[config.mk]
export PLATFORM = sky130hd
export DESIGN_NAME = vc_elastic_buffer
export DESIGN_NICKNAME = d
export VERILOG_FILES = /design/src/rtl/vc_elastic_buffer.sv
export SDC_FILE = /design/constraint.sdc
export NUM_CORES = 1
export LEC_CHECK = 0
export CELL_PAD_IN_SITES_DETAIL_PLACEMENT = 0
export CELL_PAD_IN_SITES_GLOBAL_PLACEMENT = 1
export CORE_ASPECT_RATIO = 1.75
export CORE_MARGIN = 8
export CORE_UTILIZATION = 53
export DETAILED_ROUTE_END_ITERATION = 8
export HOLD_SLACK_MARGIN = 0.08
export PLACE_DENSITY_LB_ADDON = 0.15
export SLEW_MARGIN = 20
export SYNTH_ARGS = -nofsm -noshare
export SYNTH_HDL_FRONTEND = slang
export SYNTH_SLANG_ARGS = --single-unit
[constraint.sdc]
create_clock -name clk -period 7.5 [get_ports clk]
set_clock_uncertainty 0.05 [all_clocks]
set_input_delay 1.5 -clock clk [delete_from_list [all_inputs] [get_ports clk]]
set_output_delay 1.5 -clock clk [all_outputs]
set_load 0.05 [all_outputs]
[src/rtl/vc_elastic_buffer.sv]
// Multi-virtual-channel elastic input buffer.
// One upstream flit port, tagged with a VC number, fills NUM_VC independent
// circular FIFOs. A round-robin stage presents one flit downstream with
// first-word-fall-through. The arbitration locks while the output is stalled.
//
// Ports:
//   clk, reset          clock, synchronous active-high reset
//   valid_in/vc_in/data_in  upstream flit, VC tag and valid
//   ready_out[NUM_VC]   per-VC "not full" to upstream (registered state only)
//   valid_out/vc_out/data_out  presented downstream flit (data 0 when idle)
//   ready_in            downstream accepts the presented flit
module vc_elastic_buffer #(
  parameter int unsigned FLIT_SIZE = 16,
  parameter int unsigned NUM_VC    = 4,
  parameter int unsigned VC_W      = 2,
  parameter int unsigned DEPTH     = 8,
  parameter int unsigned PTR_W     = 3
) (
  input  logic                 clk,
  input  logic                 reset,
  input  logic                 valid_in,
  input  logic [VC_W-1:0]      vc_in,
  input  logic [FLIT_SIZE-1:0] data_in,
  output logic [NUM_VC-1:0]    ready_out,
  output logic                 valid_out,
  output logic [VC_W-1:0]      vc_out,
  output logic [FLIT_SIZE-1:0] data_out,
  input  logic                 ready_in
);

  // Storage and pointers; pointer MSB is the wrap bit.
  logic [FLIT_SIZE-1:0] mem_q  [NUM_VC][DEPTH];
  logic [PTR_W:0]       head_q [NUM_VC];
  logic [PTR_W:0]       head_d [NUM_VC];
  logic [PTR_W:0]       tail_q [NUM_VC];
  logic [PTR_W:0]       tail_d [NUM_VC];
  logic [VC_W-1:0]      rr_q, rr_d;
  logic                 lock_q, lock_d;
  logic [VC_W-1:0]      lock_vc_q, lock_vc_d;

  logic [NUM_VC-1:0]    empty_c;
  logic [NUM_VC-1:0]    full_c;
  logic [NUM_VC-1:0]    push_c;
  logic                 any_c;
  logic                 pop_c;
  logic [VC_W-1:0]      cand_c;
  logic [VC_W-1:0]      sel_c;
  logic [PTR_W-1:0]     rd_ptr_c;
  int                   best_c;
  int                   dist_c;

  // Per-VC occupancy status.
  always_comb begin
    empty_c = '0;
    full_c  = '0;
    for (int v = 0; v < NUM_VC; v++) begin
      empty_c[v] = (head_q[v] == tail_q[v]);
      full_c[v]  = (head_q[v][PTR_W-1:0] == tail_q[v][PTR_W-1:0]) &&
                   (head_q[v][PTR_W] != tail_q[v][PTR_W]);
    end
  end

  assign any_c     = |(~empty_c);
  assign ready_out = ~full_c & {NUM_VC{~reset}};

  // Round-robin search: pick the non-empty VC closest to rr in rotated order.
  always_comb begin
    cand_c = '0;
    best_c = int'(NUM_VC);
    dist_c = 0;
    for (int v = 0; v < NUM_VC; v++) begin
      dist_c = v - int'(rr_q);
      if (dist_c < 0) dist_c = dist_c + int'(NUM_VC);
      if (!empty_c[v] && (dist_c < best_c)) begin
        best_c = dist_c;
        cand_c = VC_W'(v);
      end
    end
  end

  // A stalled flit keeps the output pinned to its VC.
  assign sel_c     = lock_q ? lock_vc_q : cand_c;
  assign valid_out = (lock_q | any_c) & ~reset;
  assign vc_out    = valid_out ? sel_c : '0;
  assign rd_ptr_c  = tail_q[sel_c][PTR_W-1:0];
  assign data_out  = valid_out ? mem_q[sel_c][rd_ptr_c] : '0;
  assign pop_c     = valid_out & ready_in;

  // Accept only in-range tags into a non-full VC; fullness uses pre-pop state.
  always_comb begin
    push_c = '0;
    for (int v = 0; v < NUM_VC; v++) begin
      push_c[v] = valid_in & ~reset & (vc_in == VC_W'(v)) & ~full_c[v];
    end
  end

  // Next-state for pointers, round-robin and lock.
  always_comb begin
    head_d    = head_q;
    tail_d    = tail_q;
    rr_d      = rr_q;
    lock_d    = lock_q;
    lock_vc_d = lock_vc_q;
    for (int v = 0; v < NUM_VC; v++) begin
      if (push_c[v]) head_d[v] = head_q[v] + (PTR_W+1)'(1);
    end
    if (pop_c) begin
      tail_d[sel_c] = tail_q[sel_c] + (PTR_W+1)'(1);
      rr_d = (32'(sel_c) == NUM_VC - 1) ? '0 : sel_c + VC_W'(1);
    end
    if (valid_out && !ready_in) begin
      lock_d    = 1'b1;
      lock_vc_d = sel_c;
    end else if (pop_c) begin
      lock_d = 1'b0;
    end
  end

  // Control state register.
  always_ff @(posedge clk) begin
    if (reset) begin
      for (int v = 0; v < NUM_VC; v++) begin
        head_q[v] <= '0;
        tail_q[v] <= '0;
      end
      rr_q      <= '0;
      lock_q    <= 1'b0;
      lock_vc_q <= '0;
    end else begin
      head_q    <= head_d;
      tail_q    <= tail_d;
      rr_q      <= rr_d;
      lock_q    <= lock_d;
      lock_vc_q <= lock_vc_d;
    end
  end

  // Flit storage; contents survive reset but become unreachable.
  always_ff @(posedge clk) begin
    for (int v = 0; v < NUM_VC; v++) begin
      if (push_c[v]) mem_q[v][head_q[v][PTR_W-1:0]] <= data_in;
    end
  end

endmodule
==> run_results.csv <==
group,metric,value,unit
run_status,violations,"negative setup slack",
drt,routedWlPerCell,27.9,um
worst_setup_path,cp.required,5.95,ns
sta,final.setup.worst_slack,-0.0264,ns
worst_setup_path,critPathLaunchType,"flop",
clock_network,ctsHoldBuffers,0,
worst_setup_path,crit_fanout,13,
worst_setup_path,end_kind,"output port",
drt,wl,65500,um
yosys,synth-seq-cells,549,
grt,grt_pass1_wl,94200,um
clock_network,cts.sinks,549,
pwr,p_sw_frac,0.293,
yosys,synth_edf_count,512,
sta,slew_headroom,0.0964,
yosys,ys.flop_type,"edfxtp_1",
pwr,p_comb_frac,0.280,
worst_setup_path,path_buf_inv,5,
sta,worstMarginPinSlew,1.36,ns
sta,fin_crit,7.53,ns
pwr,irDropWorstVdd,193,uV
floorplanning,coreArea,42400,um2
sta,post-route-period-util,1.00,
finish,layout.cells.most_common,"edfxtp_1",
drt,drcViolationCount,0,
sta,finalHoldViolCount,0,
pwr,power_density,290,nW/um2
pwr,p_switching,2.39,mW
grt,grt_pass1_vias,14500,
worst_setup_path,arrival,5.98,ns
finish,final_cells,2347,
finish,fin_nets,1781,
floorplanning,initial_core_util,0.536,
finish,layout_common_cells,"edfxtp_1 (512), nand2_1 (214), buf_4 (151)",
yosys,ys_seq_area_frac,0.709,
yosys,synth_cell_types,57,
finish,fillers,2980,
clock_network,cts_buffers,48,
pwr,power.share.sequential,0.413,
clock_network,clkTransAtPathRegs,0.07,ns
yosys,yosys_warnings,0,
clock_network,clockBufferDepth,3,
yosys,synthCells,1574,
drt,num_vias,14500,
clock_network,h-tree-depth,2,
place,placed_cells,2193,
sta,rsz0062_at_grt,"true",
worst_setup_path,cpPeakStageDelay,0.56,ns
drt,via_per_inst,6.19,
finish,syn2layout_area_growth,24.1,%
worst_setup_path,cpLargestDelayFamily,"compound AO/OA/AOI/OAI gates",
sta,drv_slew,0,
grt,grt.total_usage,0.252,
grt,grt_max_degree,83,
sta,max_freq,133,MHz
floorplanning,pin_count,45,
grt,grt_overflow_total,0,
finish,drive_gt1_frac,0.243,
place,port_buffers,44,
pwr,clkPwrFrac,0.307,
floorplanning,dieArea,50100,um2
yosys,synthArstFlopShare,0,
run,timing.max_cap.violations,0,
floorplanning,die_w,173,um
grt,antenna_found_initial,1,
floorplanning,die_y,290,um
place,gp_congestion,0.853,
finish,final_util,0.665,
worst_setup_path,crit_slowest_cell,"or4_4",
drt,ant_nets,0,
worst_setup_path,cp_cell_sequence,"xor2_1 -> or4_4 -> or2_4 -> a32o_2 -> inv_2 -> ha_4 -> nor2_4 -> o31a_1 -> mux2i_1 -> ha_1 -> nor2b_4 -> a221o_1 -> o21ai_2 -> o31ai_4 -> inv_4 -> mux4_2 -> o21bai_2 -> buf_12 -> buf_4 -> o32ai_1 -> nor4_2 -> bufbuf_16",
clock_network,insertion_delay,0.56,ns
drt,drt-initial-drc-count,1300,
yosys,synth_area_per_cell,14.5,um2
yosys,synthesis.nets,1607,
clock_network,cts_tree,"yes",
sta,setup_violations,3,
place,hpwlAfterDp,38200,um
yosys,syn_area,22700,um2
clock_network,cts_root_buffer,"clkbuf_16",
drt,dr.pass1.iters,5,
worst_setup_path,path_class,"reg -> out",
pwr,leakagePower,9.65,nW
pwr,p_int,5.78,mW
worst_hold_path,hp-class,"reg -> reg",
floorplanning,fp-row-count,100,
run_status,status,"finished with violations",
path summary, 6_finish.rpt:
| path | start | endpoint | slack, ns | cells after the start |
|---|---|---|---|---|
| worst min-delay path | lock_vc_q[1] | lock_vc_q[1] | 0.44 | 2 |
| worst min register to register | lock_vc_q[1] | lock_vc_q[1] | 0.44 | 2 |
| worst max-delay path | head_q[13] | data_out[2] | -0.03 | 22 |
| worst max register to register | head_q[13] | tail_q[2] | 1.95 | 23 |
state kept, by name (all words and copies together), names as in the netlist:
signal	cells
lock_q	1
lock_vc_q	2
mem_q	512
tail_q	16
rr_q	2
head_q	16
metal layers:
| metal | up-vias | share of wire | GRT usage |
|---|---|---|---|
| li1 | 6417 | - | - |
| met3 | 146 | 0.054 | 0.0272 |
| met2 | 573 | 0.54 | 0.453 |
| met1 | 7381 | 0.36 | 0.292 |
| met5 | - | 0 | 0 |
| met4 | 0 | 0.052 | 0.129 |
layout make-up:
type                       count  area (um2)  area share
sequential                   549       16100       0.571
clock inverter                25         300      0.0106
antenna                        1        2.50   0.0000887
multi-input combinational    902        7090       0.251
timing repair buffer         236        2650      0.0940
tap                          561         702      0.0249
clock buffer                  62        1270      0.0452
inverter                      10        68.8     0.00244
timing repair inverter         1        8.76    0.000310
worst register-to-register path: stages (launching register included):
cell,delay [ns]
dfxtp_2,0.33
xor2_1,0.17
or4_4,0.56
or2_4,0.24
a32o_2,0.25
inv_2,0.07
ha_4,0.20
nor2_4,0.11
o31a_1,0.18
mux2i_1,0.21
ha_1,0.28
nor2b_4,0.14
a221o_1,0.40
o211ai_1,0.11
buf_4,0.20
mux2i_1,0.19
mux2_4,0.26
clkinv_8,0.12
buf_4,0.18
buf_4,0.17
ha_1,0.21
xnor2_1,0.57
mux2i_1,0.17
nor2_1,0.11
power groups by stage:
stage	clock network, mW	registers [mW]	logic, mW
final	2.51	3.37	2.29
after global routing	2.66	3.37	2.40
after CTS	2.54	3.37	2.02
after detailed placement	0	3.44	1.70
after global placement	0	3.44	1.69
after floorplan	0	3.43	1.04
cells by family after synthesis:
| kind of cell | Yosys count | synth area share |
|---|---|---|
| multiplexers | 170 | 0.0756 |
| adder cells (fa/ha/maj) | 11 | 0.00605 |
| buffers and inverters | 123 | 0.0249 |
| flip-flops | 549 | 0.709 |
| AO/OA/AOI/OAI | 231 | 0.0795 |
| XOR/XNOR | 31 | 0.0119 |
| AND/OR/NAND/NOR | 459 | 0.0934 |
stage by stage:
stage          total power [mW]  area (um2)  setup slack, ns  TNS (ns)  hold WS (ns)
4_1_cts                    7.94       27400         -0.00373  -0.00373         0.445
2_1_floorplan              4.47       22800          0.00256         0         0.394
6_report                   8.18       28200          -0.0264   -0.0577         0.441
3_3_place_gp               5.13       24800           0.0285         0         0.410
3_5_place_dp               5.14       24800          -0.0517   -0.0613         0.433
5_1_grt                    8.43       28200           -0.243     -2.57         0.459
Yosys cell counts, types with 11 or more instances:
library cell,count,area (um2)
nor4_1,16,100
and3_1,68,425
o22ai_1,16,100
o32ai_1,16,140
nand2_1,216,811
nor3_1,16,80.1
dfxtp_1,37,741
edfxtp_1,512,15400
a211oi_1,66,495
clkbuf_1,57,214
nand3_1,37,185
mux2i_1,164,1640
xor2_1,17,149
a21oi_1,24,120
o31ai_1,16,120
nand2b_1,19,119
buf_2,35,175
a311oi_1,64,561
ha_1,11,138
buf_4,12,90.1
nor2_1,63,236
xnor2_1,14,123
what timing repair did:
action	4_1_cts	5_1_grt
gates resized for setup	93	90
gates cloned	7	4
pin swaps	23	27
setup endpoints to repair	16	16
setup buffers	30	28
(Power assumes the default switching activity.)
